===== src/rtl/ripple_ext_pkg.sv =====
// Shared types, default parameters and modular arithmetic helper for the
// ripple counter extender.
package ripple_ext_pkg;

    typedef enum logic {
        ARM   = 1'b0,
        TRACK = 1'b1
    } ext_state_e;

    localparam int unsigned DEF_CNT_W     = 3;
    localparam int unsigned DEF_EXT_W     = 16;
    localparam int unsigned DEF_STABLE_N  = 2;
    localparam int unsigned DEF_MAX_DELTA = 2;

    // Widest counter the difference helper supports.
    localparam int unsigned DIFF_W = 16;

    function automatic logic [DIFF_W-1:0] mod_diff(
        input logic [DIFF_W-1:0] a,
        input logic [DIFF_W-1:0] b,
        input int unsigned       w
    );
        logic [DIFF_W-1:0] mask;
        mask = (DIFF_W'(1) << w) - DIFF_W'(1);
        return (a - b) & mask;
    endfunction

endpackage


===== src/rtl/ripple_sync_filter.sv =====
// Two-flop synchronizer for the ripple counter bus followed by a stability
// filter that accepts a value only after STABLE_N identical samples.
module ripple_sync_filter
    import ripple_ext_pkg::*;
#(
    parameter int unsigned CNT_W    = DEF_CNT_W,
    parameter int unsigned STABLE_N = DEF_STABLE_N
) (
    input  logic             clk,
    input  logic             rst,
    input  logic [CNT_W-1:0] ripple_q,
    output logic [CNT_W-1:0] cand,
    output logic             acc_valid
);

    localparam int unsigned     SW       = $clog2(STABLE_N);
    localparam logic [SW-1:0]   STAB_MAX = SW'(STABLE_N - 1);

    logic [CNT_W-1:0] s1_q, s2_q, s2_prev_q;
    logic [CNT_W-1:0] cand_q, cand_d;
    logic             cand_vld_q;
    logic [SW-1:0]    stab_cnt_q, stab_cnt_d;

    // Acceptance keys off the next stab_cnt so the value is handed over on
    // the same cycle the STABLE_N-th matching sample is seen.
    always_comb begin
        stab_cnt_d = stab_cnt_q;
        if (s2_q != s2_prev_q) begin
            stab_cnt_d = '0;
        end else if (stab_cnt_q != STAB_MAX) begin
            stab_cnt_d = stab_cnt_q + SW'(1);
        end
        acc_valid = (stab_cnt_d == STAB_MAX) && (!cand_vld_q || (s2_q != cand_q));
        cand_d    = acc_valid ? s2_q : cand_q;
    end

    assign cand = cand_d;

    always_ff @(posedge clk or negedge rst) begin
        if (!rst) begin
            s1_q       <= '0;
            s2_q       <= '0;
            s2_prev_q  <= '0;
            stab_cnt_q <= '0;
            cand_q     <= '0;
            cand_vld_q <= 1'b0;
        end else begin
            s1_q       <= ripple_q;
            s2_q       <= s1_q;
            s2_prev_q  <= s2_q;
            stab_cnt_q <= stab_cnt_d;
            cand_q     <= cand_d;
            cand_vld_q <= cand_vld_q | acc_valid;
        end
    end

endmodule


===== src/rtl/ripple_cnt_extender.sv =====
// Extends a filtered ripple counter value into a wide event count with
// wrap, skip-error and overflow reporting.
module ripple_cnt_extender
    import ripple_ext_pkg::*;
#(
    parameter int unsigned CNT_W     = DEF_CNT_W,
    parameter int unsigned EXT_W     = DEF_EXT_W,
    parameter int unsigned STABLE_N  = DEF_STABLE_N,
    parameter int unsigned MAX_DELTA = DEF_MAX_DELTA
) (
    input  logic             clk,
    input  logic             rst,
    input  logic [CNT_W-1:0] ripple_q,
    input  logic             enable,
    input  logic             clr,
    output logic [EXT_W-1:0] ext_count,
    output logic             upd,
    output logic [CNT_W-1:0] delta,
    output logic             wrap,
    output logic             skip_err,
    output logic             ovf,
    output logic             locked
);

    localparam logic [CNT_W-1:0] MAX_D = CNT_W'(MAX_DELTA);

    logic [CNT_W-1:0] cand;
    logic             acc_valid;

    ripple_sync_filter #(
        .CNT_W   (CNT_W),
        .STABLE_N(STABLE_N)
    ) u_filter (
        .clk      (clk),
        .rst      (rst),
        .ripple_q (ripple_q),
        .cand     (cand),
        .acc_valid(acc_valid)
    );

    ext_state_e       state_q;
    logic [CNT_W-1:0] base_q;
    logic [EXT_W-1:0] ext_count_q;
    logic [CNT_W-1:0] delta_q;
    logic             upd_q, wrap_q, skip_err_q, ovf_q, locked_q;

    logic [CNT_W-1:0] step_d;
    logic [EXT_W:0]   sum_d;

    always_comb begin
        step_d = CNT_W'(mod_diff(DIFF_W'(cand), DIFF_W'(base_q), CNT_W));
        sum_d  = {1'b0, ext_count_q} + (EXT_W + 1)'(step_d);
    end

    always_ff @(posedge clk or negedge rst) begin
        if (!rst) begin
            state_q     <= ARM;
            base_q      <= '0;
            ext_count_q <= '0;
            delta_q     <= '0;
            upd_q       <= 1'b0;
            wrap_q      <= 1'b0;
            skip_err_q  <= 1'b0;
            ovf_q       <= 1'b0;
            locked_q    <= 1'b0;
        end else begin
            upd_q  <= 1'b0;
            wrap_q <= 1'b0;
            if (clr) begin
                ext_count_q <= '0;
                delta_q     <= '0;
                skip_err_q  <= 1'b0;
                ovf_q       <= 1'b0;
                locked_q    <= 1'b0;
                state_q     <= ARM;
            end else if (acc_valid) begin
                case (state_q)
                    ARM: begin
                        base_q   <= cand;
                        locked_q <= 1'b1;
                        state_q  <= TRACK;
                    end
                    TRACK: begin
                        base_q <= cand;
                        if (step_d > MAX_D) begin
                            skip_err_q <= 1'b1;
                        end else if ((step_d != '0) && enable) begin
                            ext_count_q <= sum_d[EXT_W-1:0];
                            if (sum_d[EXT_W]) ovf_q <= 1'b1;
                            upd_q   <= 1'b1;
                            delta_q <= step_d;
                            wrap_q  <= (cand < base_q);
                        end
                    end
                    default: state_q <= ARM;
                endcase
            end
        end
    end

    assign ext_count = ext_count_q;
    assign upd       = upd_q;
    assign delta     = delta_q;
    assign wrap      = wrap_q;
    assign skip_err  = skip_err_q;
    assign ovf       = ovf_q;
    assign locked    = locked_q;

endmodule


===== config.mk =====
export PLATFORM = sky130hd
export DESIGN_NAME = ripple_cnt_extender
export DESIGN_NICKNAME = d
export VERILOG_FILES = /design/src/rtl/ripple_ext_pkg.sv /design/src/rtl/ripple_sync_filter.sv /design/src/rtl/ripple_cnt_extender.sv
export SDC_FILE = /design/constraint.sdc
export NUM_CORES = 1
export LEC_CHECK = 0
export CAP_MARGIN = 40
export CELL_PAD_IN_SITES_DETAIL_PLACEMENT = 0
export CELL_PAD_IN_SITES_GLOBAL_PLACEMENT = 1
export CORE_MARGIN = 2
export CORE_UTILIZATION = 30
export CTS_CLUSTER_SIZE = 40
export DETAILED_ROUTE_END_ITERATION = 10
export PLACE_DENSITY = 0.65
export SLEW_MARGIN = 20
export SYNTH_ARGS = -nofsm -noshare
export SYNTH_HDL_FRONTEND = slang
export SYNTH_HIERARCHICAL = 1
export SYNTH_SLANG_ARGS = --single-unit

===== constraint.sdc =====
create_clock -name clk -period 6.1 [get_ports clk]
set_input_delay 0.915 -clock clk [delete_from_list [all_inputs] [get_ports clk]]
set_output_delay 0.915 -clock clk [all_outputs]
set_load 0.02 [all_outputs]

==> out/qor.csv, run 1 <==
stage,metric,value,unit
routing,Residual DRC,0,
cts,CTS sink cnt,41,
global_route,routing usage on met3,3.264,%
floorplanning,Core Area,6277,µm²
layout,Final #Nets,223,
floorplanning,die width,83.91,µm
routing,Vias/cell,4.874,
routing,DRT Wirelength,3918,µm
routing,post-route ant nets,0,
placement,Placed Cells,277,
timing,RSZ-0062 raised after global routing,false,
synth,asr flop ratio synth,100.0,%
setup_path,CP peak stage delay,620,ps
global_route,Overall Global Routing Usage,12.44,%
global_route,gr busiest metal,met2,
global_route,vias in the first global route,1469,
setup_path,critical-path maximum fanout,12,
setup_path,Slowest cell on crit path,a21oi_1,
timing,final setup skew,10.91,ps
status,outcome,completed,
floorplanning,Starting Density,30.52,%
timing,Final min period,3707,ps
layout,post-layout util,38.69,%
floorplanning,die area,7041,µm²
synth,Avg Synthesized Cell Area,10.82,µm²
floorplanning,I/O pin count,31,
layout,layout cell share with drive strength beyond 1,8.612,%
synth,YS warnings,6,
routing,wire length per cell,13.70,µm
placement,final RePlAce weighted congestion,0.7155,
cts,CTS H-Tree Depth,2,
power_and_ir_drop,Final Power,0.7170,mW
routing,Vias,1394,
synth,most frequent cell after synthesis,dfrtp_1,
synth,mapped cell area,1916,µm²
layout,final instance area,2429,µm²
timing,final setup TNS,0,ps
timing,Final Cycle Share,60.77,%
placement,pre-CTS WS,2380,ps
synth,syn nets,192,
synth,"top cells by area, synth","dfrtp_1, a21oi_1, ha_1",
setup_path,Arrival @ worst endpoint,3880,ps
synth,post-synthesis cell type count,34,
synth,Post-synth EDFFs,0,
synth,main flop type after synthesis,dfrtp_1,
global_route,global route total overflow,0,
synth,share of the yosys chip area belonging to registers,53.56,%
placement,Placed Area,2301,µm²
synth,area share of the largest cell type after synthesis,53.56,%
setup_path,CP cell instances,xnor2_1 -> nand3_2 -> mux2_1 -> inv_1 -> ha_1 -> inv_1 -> fa_1 -> ha_1 -> a21o_1 -> a21oi_1 -> nor4_1 -> mux2_2,
synth,Post-synth top cells,"dfrtp_1, a21oi_1, nand2_1",
job,Max Cap Viol,0,
cts,CTS tree,done,
cts,# resized after CTS,0,
cts,Clock Pin Slew Worst Setup and Hold Paths,80,ps
cts,CTS Root Cell,clkbuf_8,
global_route,largest net degree at the start of global routing,30,
layout,FILL cells,625,
layout,Register Area,1026,µm²
floorplanning,Die Height,83.91,µm
global_route,first-pass GRT wire length,7162,µm
placement,# port buffers,30,
synth,Yosys top cell by area,dfrtp_1,
timing,"Slew Viols, Final",0,
cts,setup bufs post-CTS,0,
layout,ANT cells,0,
timing,worst hold slack,351.8,ps
synth,"flops & latches, synth",41,
setup_path,Setup CP Type,reg2reg,
placement,DP HPWL,2708,µm
routing,DR iter-0 viols,79,
synth,cells after synthesis,177,
global_route,grt met1 use,17.02,%
timing,Worst-Margin Slew,775.7,ps
power_and_ir_drop,Peak supply drop,0.1127,mV
global_route,met2 Use GR,19.71,%
setup_path,crit path launch type,flip-flop,
cts,Post-CTS Hold Buffers,0,
power_and_ir_drop,P_leak,0.9838,nW
setup_path,"Req. time, crit path",6280,ps
timing,Hold Fails Final Rpt,0,
cts,CTS Buf Count,5,
cts,Max Root-Sink Buffers,2,
timing,final setup vio count,0,
cts,Clock Latency Late Sink,290,ps
power_and_ir_drop,PD cells,295.2,nW/µm²
timing,Fmax,269.8,MHz
layout,Final Non-Filler Cells,286,
layout,multi-input logic area,818.3,µm²
timing,Final WS setup,2393,ps
min_path,hold crit path type,reg2reg,
routing,drt first pass iters,4,
timing,relative slew slack,48.28,%
setup_path,CP endpoint kind,flip-flop,
global_route,initial antenna violation count,0,
layout,synthesis-to-finish area growth,26.78,%
floorplanning,row count,29,
layer usage:
metal / part of all wire [%] / wire length [µm] / up-vias
met2: 47 / 1824 / 40
met5: 0 / 0 / -
li1: - / - / 689
met4: 0.48 / 19 / 0
met1: 48 / 1894 / 663
met3: 4.6 / 179 / 2
cells in the final DEF, fill, tap and decap left out, drive strengths merged, types with 2 or more instances in the layout:
cell / instances
nor3b: 2
and3: 2
nor4: 2
dfrtp: 41
buf: 3
nand3: 7
clkbuf: 7
ha: 6
xnor2: 7
nor2b: 4
nor2: 10
clkdlybuf4s50: 29
or3: 3
inv: 8
xor2: 2
nand2: 15
a21oi: 17
a21o: 3
o31ai: 8
mux2: 7
fa: 2
or4: 10
o21ai: 4
cell families (layout without fill, tap and decap cells):
| group | after synthesis | after routing | synth area share [%] |
|---|---|---|---|
| adder cells (fa/ha/maj) | 8 | 8 | 6.009 |
| flip-flops | 41 | 41 | 53.56 |
| multiplexers | 8 | 8 | 4.637 |
| buffers and inverters | 17 | 49 | 3.723 |
| AND/OR/NAND/NOR | 58 | 58 | 16.52 |
| AO/OA/AOI/OAI | 36 | 36 | 11.43 |
| XOR/XNOR | 9 | 9 | 4.115 |
flip-flops by register name, summed over array words and instances, names as in the netlist, 3 cells and up:
register / cells
base_q: 3
u_filter/cand_q: 3
u_filter/s1_q: 3
delta: 3
ext_count: 16
u_filter/s2_q: 3
u_filter/s2_prev_q: 3
worst paths after layout:
path,cells after the start,start,to,slack (ps)
min in group asynchronous,1,rst,ext_count[11],570
worst max-delay path,12,u_filter/s2_q[0],ext_count[15],2390
max in group asynchronous,2,rst,base_q[1],5050
worst max register to register,12,u_filter/s2_q[0],ext_count[15],2390
worst min-delay path,0,u_filter/s1_q[1],u_filter/s2_q[1],350
worst min register to register,0,u_filter/s1_q[1],u_filter/s2_q[1],350
worst max-delay path, delay by kind of cell, from the launching register on:
kind / cells / cell delay (ps)
fa+ha+maj: 3 / 1010
compound gates: 2 / 770
mux: 2 / 680
flops: 1 / 430
simple gates: 2 / 330
xor+xnor: 1 / 230
buf+inv: 2 / 130
area by class of cell:
cell class                 count  area share, %
sequential                    41          42.25
clock inverter                 2          1.546
multi-input combinational    119          33.69
inverter                       8          1.236
tap                           77          3.967
clock buffer                   6          3.400
timing repair buffer          33          13.91
where the power goes:
group,switching [mW],internal (mW),leakage (nW)
sequential,0.0110,0.292,0.535
clock,0.0943,0.133,0.0574
combinational,0.107,0.0794,0.391
total,0.212,0.505,0.984
Note: power is estimated with default switching activity, not from simulation.
==> run 2: changes to the inputs <==
--- a/config.mk
+++ b/config.mk
@@ -12,7 +12,7 @@
 export CORE_UTILIZATION = 30
 export CTS_CLUSTER_SIZE = 40
 export DETAILED_ROUTE_END_ITERATION = 10
-export PLACE_DENSITY = 0.65
+export PLACE_DENSITY = 0.68
 export SLEW_MARGIN = 20
 export SYNTH_ARGS = -nofsm -noshare
 export SYNTH_HDL_FRONTEND = slang
==> constraint.sdc (replaced) <==
create_clock -name clk -period 3 [get_ports clk]
set_input_delay 0.45 -clock clk [delete_from_list [all_inputs] [get_ports clk]]
set_output_delay 0.45 -clock clk [all_outputs]
set_load 0.02 [all_outputs]
==> run 2 against run 1 <==
  * The run now ends with setup timing left
  * Sequential share of layout area decreased by 6.1 points
  * Flip-flop and latch count unchanged
  * First-iteration DRC count decreased by 19%
  * Largest cell class is now multi-input combinational cells
  * Cell count increased by 8.0%
  * Clock-buffer cell count decreased by 1
  * Clock skew decreased by 6.9 ps
  * Utilization increased by 6.5 points
  * Clock power increased by 130%
  * Non-clock buffer count increased by 21
  * Global-route usage increased by 1.0 points
==> out/qor.csv, run 2 (synthesis results as in run 1) <==
stage,metric,value,unit
power_and_ir_drop,cell internal pwr,1.344,mW
floorplanning,Core Area,6277,µm²
cts,Max Root-Sink Buffers,2,
layout,Largest register FFs,16,
setup_path,"most used cell, CP",or4_4,
setup_path,CP endpoint kind,flip-flop,
routing,DR iter-0 viols,64,
routing,Residual DRC,0,
setup_path,CP peak stage delay,610,ps
setup_path,flop2flop setup slack,-220,ps
cts,Clock Pin Slew Worst Setup and Hold Paths,80,ps
power_and_ir_drop,Peak supply drop,0.3552,mV
setup_path,WP buf/inv,2,
setup_path,r2r worst-path depth,11,
floorplanning,die area,7041,µm²
setup_path,Critical R2R Launch,u_filter/s2_prev_q[1],
layout,Final #Nets,246,
routing,post-route ant nets,0,
placement,DP HPWL,2851,µm
timing,Final Cycle Share,107.2,%
timing,Hold Fails Final Rpt,0,
global_route,first-pass GRT wire length,7569,µm
cts,CTS tree,done,
routing,DRT Wirelength,4569,µm
routing,Vias/cell,5.019,
global_route,largest net degree at the start of global routing,33,
setup_path,"Req. time, crit path",3230,ps
setup_path,critical-path maximum fanout,6,
routing,drt first pass iters,4,
cts,Post-CTS Hold Buffers,0,
timing,RSZ-0062 raised after global routing,true,
power_and_ir_drop,register share of total power,31.7,%
routing,wire length per cell,14.79,µm
power_and_ir_drop,PD cells,689.4,nW/µm²
floorplanning,I/O pin count,31,
timing,final setup TNS,-2328,ps
layout,FILL cells,597,
power_and_ir_drop,P_leak,1.164,nW
layout,post-layout util,45.19,%
layout,ANT cells,0,
global_route,vias in the first global route,1507,
layout,"commonest non-fill, non-tap cell in the layout",dfrtp_1,
cts,CTS H-Tree Depth,2,
routing,Vias,1551,
floorplanning,Die Height,83.91,µm
setup_path,crit-path leading delay family,simple AND/OR/NAND/NOR gates,
status,outcome,"finished, violations left",
min_path,hold crit path type,in2async,
cts,CTS Buf Count,5,
timing,relative slew slack,75.84,%
placement,# port buffers,30,
floorplanning,row count,29,
job,Max Cap Viol,0,
power_and_ir_drop,Switching Share,31.28,%
global_route,Overall Global Routing Usage,13.47,%
global_route,global route total overflow,0,
timing,final setup skew,4.005,ps
setup_path,crit path launch type,flip-flop,
global_route,initial antenna violation count,0,
timing,"Slew Viols, Final",0,
status,failing checks,setup timing,
cts,CTS sink cnt,41,
layout,layout cell share with drive strength beyond 1,31.03,%
setup_path,CP cell instances,xnor2_2 -> nand3_2 -> mux2_4 -> inv_2 -> ha_4 -> inv_4 -> fa_2 -> xor2_2 -> or4_4 -> or4_4 -> a21oi_2,
layout,synthesis-to-finish area growth,48.07,%
timing,final setup vio count,14,
power_and_ir_drop,share of power burned in the clock network,27.2,%
power_and_ir_drop,Comb pwr share,41.1,%
floorplanning,Starting Density,30.52,%
setup_path,Arrival @ worst endpoint,3450,ps
layout,most frequent cells in the layout,"dfrtp_1, clkdlybuf4s50_1, buf_4",
setup_path,Slowest cell on crit path,fa_2,
power_and_ir_drop,P_sw,0.6118,mW
setup_path,Critical R2R Capture,ext_count[10],
timing,Final WS setup,-216.2,ps
setup_path,Setup CP Type,reg2reg,
timing,Final min period,3216,ps
cts,CTS Root Cell,clkbuf_8,
cts,Clock Latency Late Sink,300,ps
timing,Worst-Margin Slew,362.4,ps
floorplanning,die width,83.91,µm
timing,Fmax,310.9,MHz
placement,final RePlAce weighted congestion,0.7594,
-- run 2: cell count changes in the layout (fill, tap and decap cells not counted), moves of 4 or more --
cell     previous run  this run
a21oi_2             0         7
buf_6               0         4
ha_1                6         2
a21oi_1            17         9
or4_4               1         8
or4_1               9         4
buf_4               1        18
-- run 2: power groups by stage --
stage	clock network, mW	logic, mW	registers, mW
final	0.532	0.804	0.619
after floorplan	0	0.336	0.629
after global placement	0	0.552	0.628
after CTS	0.541	0.758	0.620
after global routing	0.563	0.894	0.624
after detailed placement	0	0.559	0.628
-- run 2: how the worst max path moves through the flow --
stage | from | end | slack [ps] | cells after the start
3_3_place_gp | u_filter/s2_prev_q[0] | ext_count[13] | -220 | 11
2_1_floorplan | u_filter/s2_q[2] | ext_count[13] | -230 | 12
5_1_grt | u_filter/s2_prev_q[1] | ext_count[10] | -320 | 11
3_5_place_dp | u_filter/s2_q[2] | ext_count[13] | -270 | 11
6_report | u_filter/s2_prev_q[1] | ext_count[10] | -220 | 11
4_1_cts | u_filter/s2_q[0] | ext_count[10] | -240 | 11
-- run 2: what timing repair did --
| item | CTS | global route |
|---|---|---|
| setup buffers | 3 | 1 |
| resized for setup | 18 | 22 |
| pin swaps | 13 | 16 |
| endpoints found under the setup margin | 14 | 21 |
| gates cloned | 3 | 1 |
-- run 2: layout make-up --
cell class                      instances  area [µm²]  area share (%)
Inverter                                8       32.53           1.147
Multi-Input combinational cell        121        1041           36.70
Clock inverter                          3       65.06           2.294
Clock buffer                            5       68.82           2.426
Tap cell                               77       96.34           3.397
Sequential cell                        41        1026           36.17
Timing Repair Buffer                   54       506.7           17.87
-- run 2: metrics by stage --
stage	cells	total power, mW	setup slack [ps]	hold WS, ps	cell area, µm²
floorplan	177	0.9652	-227.4	154.4	1969
global placement	293	1.180	-216.4	337.3	2440
detailed placement	294	1.188	-267.2	334.7	2460
CTS	308	1.919	-239.4	12.02	2735
global route	309	2.082	-321.1	17.54	2836
finish	309	1.956	-216.2	5.123	2836
-- run 2: layer usage --
metal | part of all wire, % | vias to the layer above | GRT usage (%)
met4 | 1.9 | 0 | 5.279
met5 | 0 | - | 0
met3 | 3.2 | 7 | 2.671
met1 | 47 | 773 | 18.15
met2 | 47 | 27 | 21.38
li1 | - | 744 | -
==> RTL change, RTL diff (settings of run 1) <==
Add an input register stage for `ripple_q`, `enable` and `clr`, without a reset; this delays them by one clock.
--- a/src/rtl/ripple_cnt_extender.sv
+++ b/src/rtl/ripple_cnt_extender.sv
@@ -25,4 +25,14 @@
     localparam logic [CNT_W-1:0] MAX_D = CNT_W'(MAX_DELTA);
 
+    logic [CNT_W-1:0] ripple_q_q;
+    logic enable_q;
+    logic clr_q;
+
+    always_ff @(posedge clk) begin
+        ripple_q_q <= ripple_q;
+        enable_q   <= enable;
+        clr_q      <= clr;
+    end
+
     logic [CNT_W-1:0] cand;
     logic             acc_valid;
@@ -34,5 +44,5 @@
         .clk      (clk),
         .rst      (rst),
-        .ripple_q (ripple_q),
+        .ripple_q (ripple_q_q),
         .cand     (cand),
         .acc_valid(acc_valid)
@@ -67,5 +77,5 @@
             upd_q  <= 1'b0;
             wrap_q <= 1'b0;
-            if (clr) begin
+            if (clr_q) begin
                 ext_count_q <= '0;
                 delta_q     <= '0;
@@ -85,5 +95,5 @@
                         if (step_d > MAX_D) begin
                             skip_err_q <= 1'b1;
-                        end else if ((step_d != '0) && enable) begin
+                        end else if ((step_d != '0) && enable_q) begin
                             ext_count_q <= sum_d[EXT_W-1:0];
                             if (sum_d[EXT_W]) ovf_q <= 1'b1;
Formal check against the unedited RTL: not equivalent (Yosys sat finds a counterexample within 4 cycles, from zero or initial values and one cycle with rst low).
==> RTL change against run 1 <==
  * Clock power fell by 22%
  * Sequential cell count rose by 5
  * Count of clock-buffer cells in the layout rose by 2
  * Total power fell by 1.9%
  * Area after synthesis rose by 5.1%
  * Routed wire length barely moved
  * Setup slack got worse by 0.30 ns
  * Design area rose by 3.5%
  * Global-route usage fell by 0.43 points
  * Critical path type unchanged
  * Critical endpoint is now ext_count[10]
==> RTL change: results (changes against run 1) <==
| Metric | Value |
|---|---|
| Post-synth ARST share | 89.1% (-11 points) |
| Adder-cell share of the synthesized area | 5.72% (-0.29 points) |
| Met2 WL | 1830 um (+0.27%) |
| Commonest cells post-synth | 41 x dfrtp_1, 18 x a21oi_1, 13 x nand2_1 |
| Syn Inst Count | 181 (+2.3%) |
| Dpl cells | 283 (+2.2%) |
| Fill cells | 638 (+2.1%) |
| Flop-to-flop setup slack | 2.09 ns (-0.30 ns) |
| WHS Endpoint | u_filter/s1_q[0] |
| Crit path max fanout | 19 (+7) |
| Least-Margin Pin Slew | 0.655 ns (-0.121 ns) |
| Final WL | 3920 um (about the same) |
| Status | complete, no violations |
| Syn_nets | 196 (+2.1%) |
| Met2 Use GR | 18.2% (-1.5 points) |
| Worst R2R Path Depth | 11 (-1) |
| XOR/XNOR Fraction of Synth Area | 3.92% (-0.20 points) |
| Crit path to | ext_count[10] |
| Crit-path leading delay family | simple AND/OR/NAND/NOR gates |
| Fin nets | 229 (+2.7%) |
| Metal3 WL | 136 um (-24%) |
| Top cells by area, synth | dfrtp_1 51%, dfxtp_1 5.0%, a21oi_1 4.5% |
| Synth Area in Compound Gates | 9.94% (-1.5 points) |
| First-pass GRT wire length | 6910 um (-3.6%) |
| Vias in the first global route | 1,417 (-3.5%) |
| Dpl cell area | 2420 sq um (+5.4%) |
| Mux cell area share after synthesis | 5.16% (+0.52 points) |
| Pin count of the biggest net entering global routing | 32 (+6.7%) |
| Met3 GRT Util | 3.56% (+0.30 points) |
| GRT Total Usage | 12.0% (-0.43 points) |
| Leak | 1.01 nW (+2.3%) |
| Met1 Usage GRT | 16.0% (-1.1 points) |
## RTL change: power by group
part	switching [W]	internal, W	total (W)
logic	0.000106	0.0000812	0.000187
registers	0.0000124	0.000327	0.000339
clock network	0.0000951	0.0000815	0.000177
## RTL change: layout make-up
cell class,instances,area share [%]
clock buffer,8,3.19
tap,77,3.83
multi-input combinational,119,32.9
timing repair buffer,33,13.9
inverter,9,1.34
sequential,46,44.8
## RTL change: per-stage QoR
stage / util [%] / hold WS [ns] / worst slack [ns] / total power, W
after floorplan: - / 0.316 / 2.50 / 0.000487
after global placement: 37.0 / 0.317 / 2.15 / 0.000529
after detailed placement: 37.8 / 0.322 / 2.10 / 0.000536
after CTS: 39.0 / 0.333 / 2.09 / 0.000716
after global routing: 39.1 / 0.344 / 1.83 / 0.000757
final: 39.1 / 0.328 / 2.09 / 0.000704
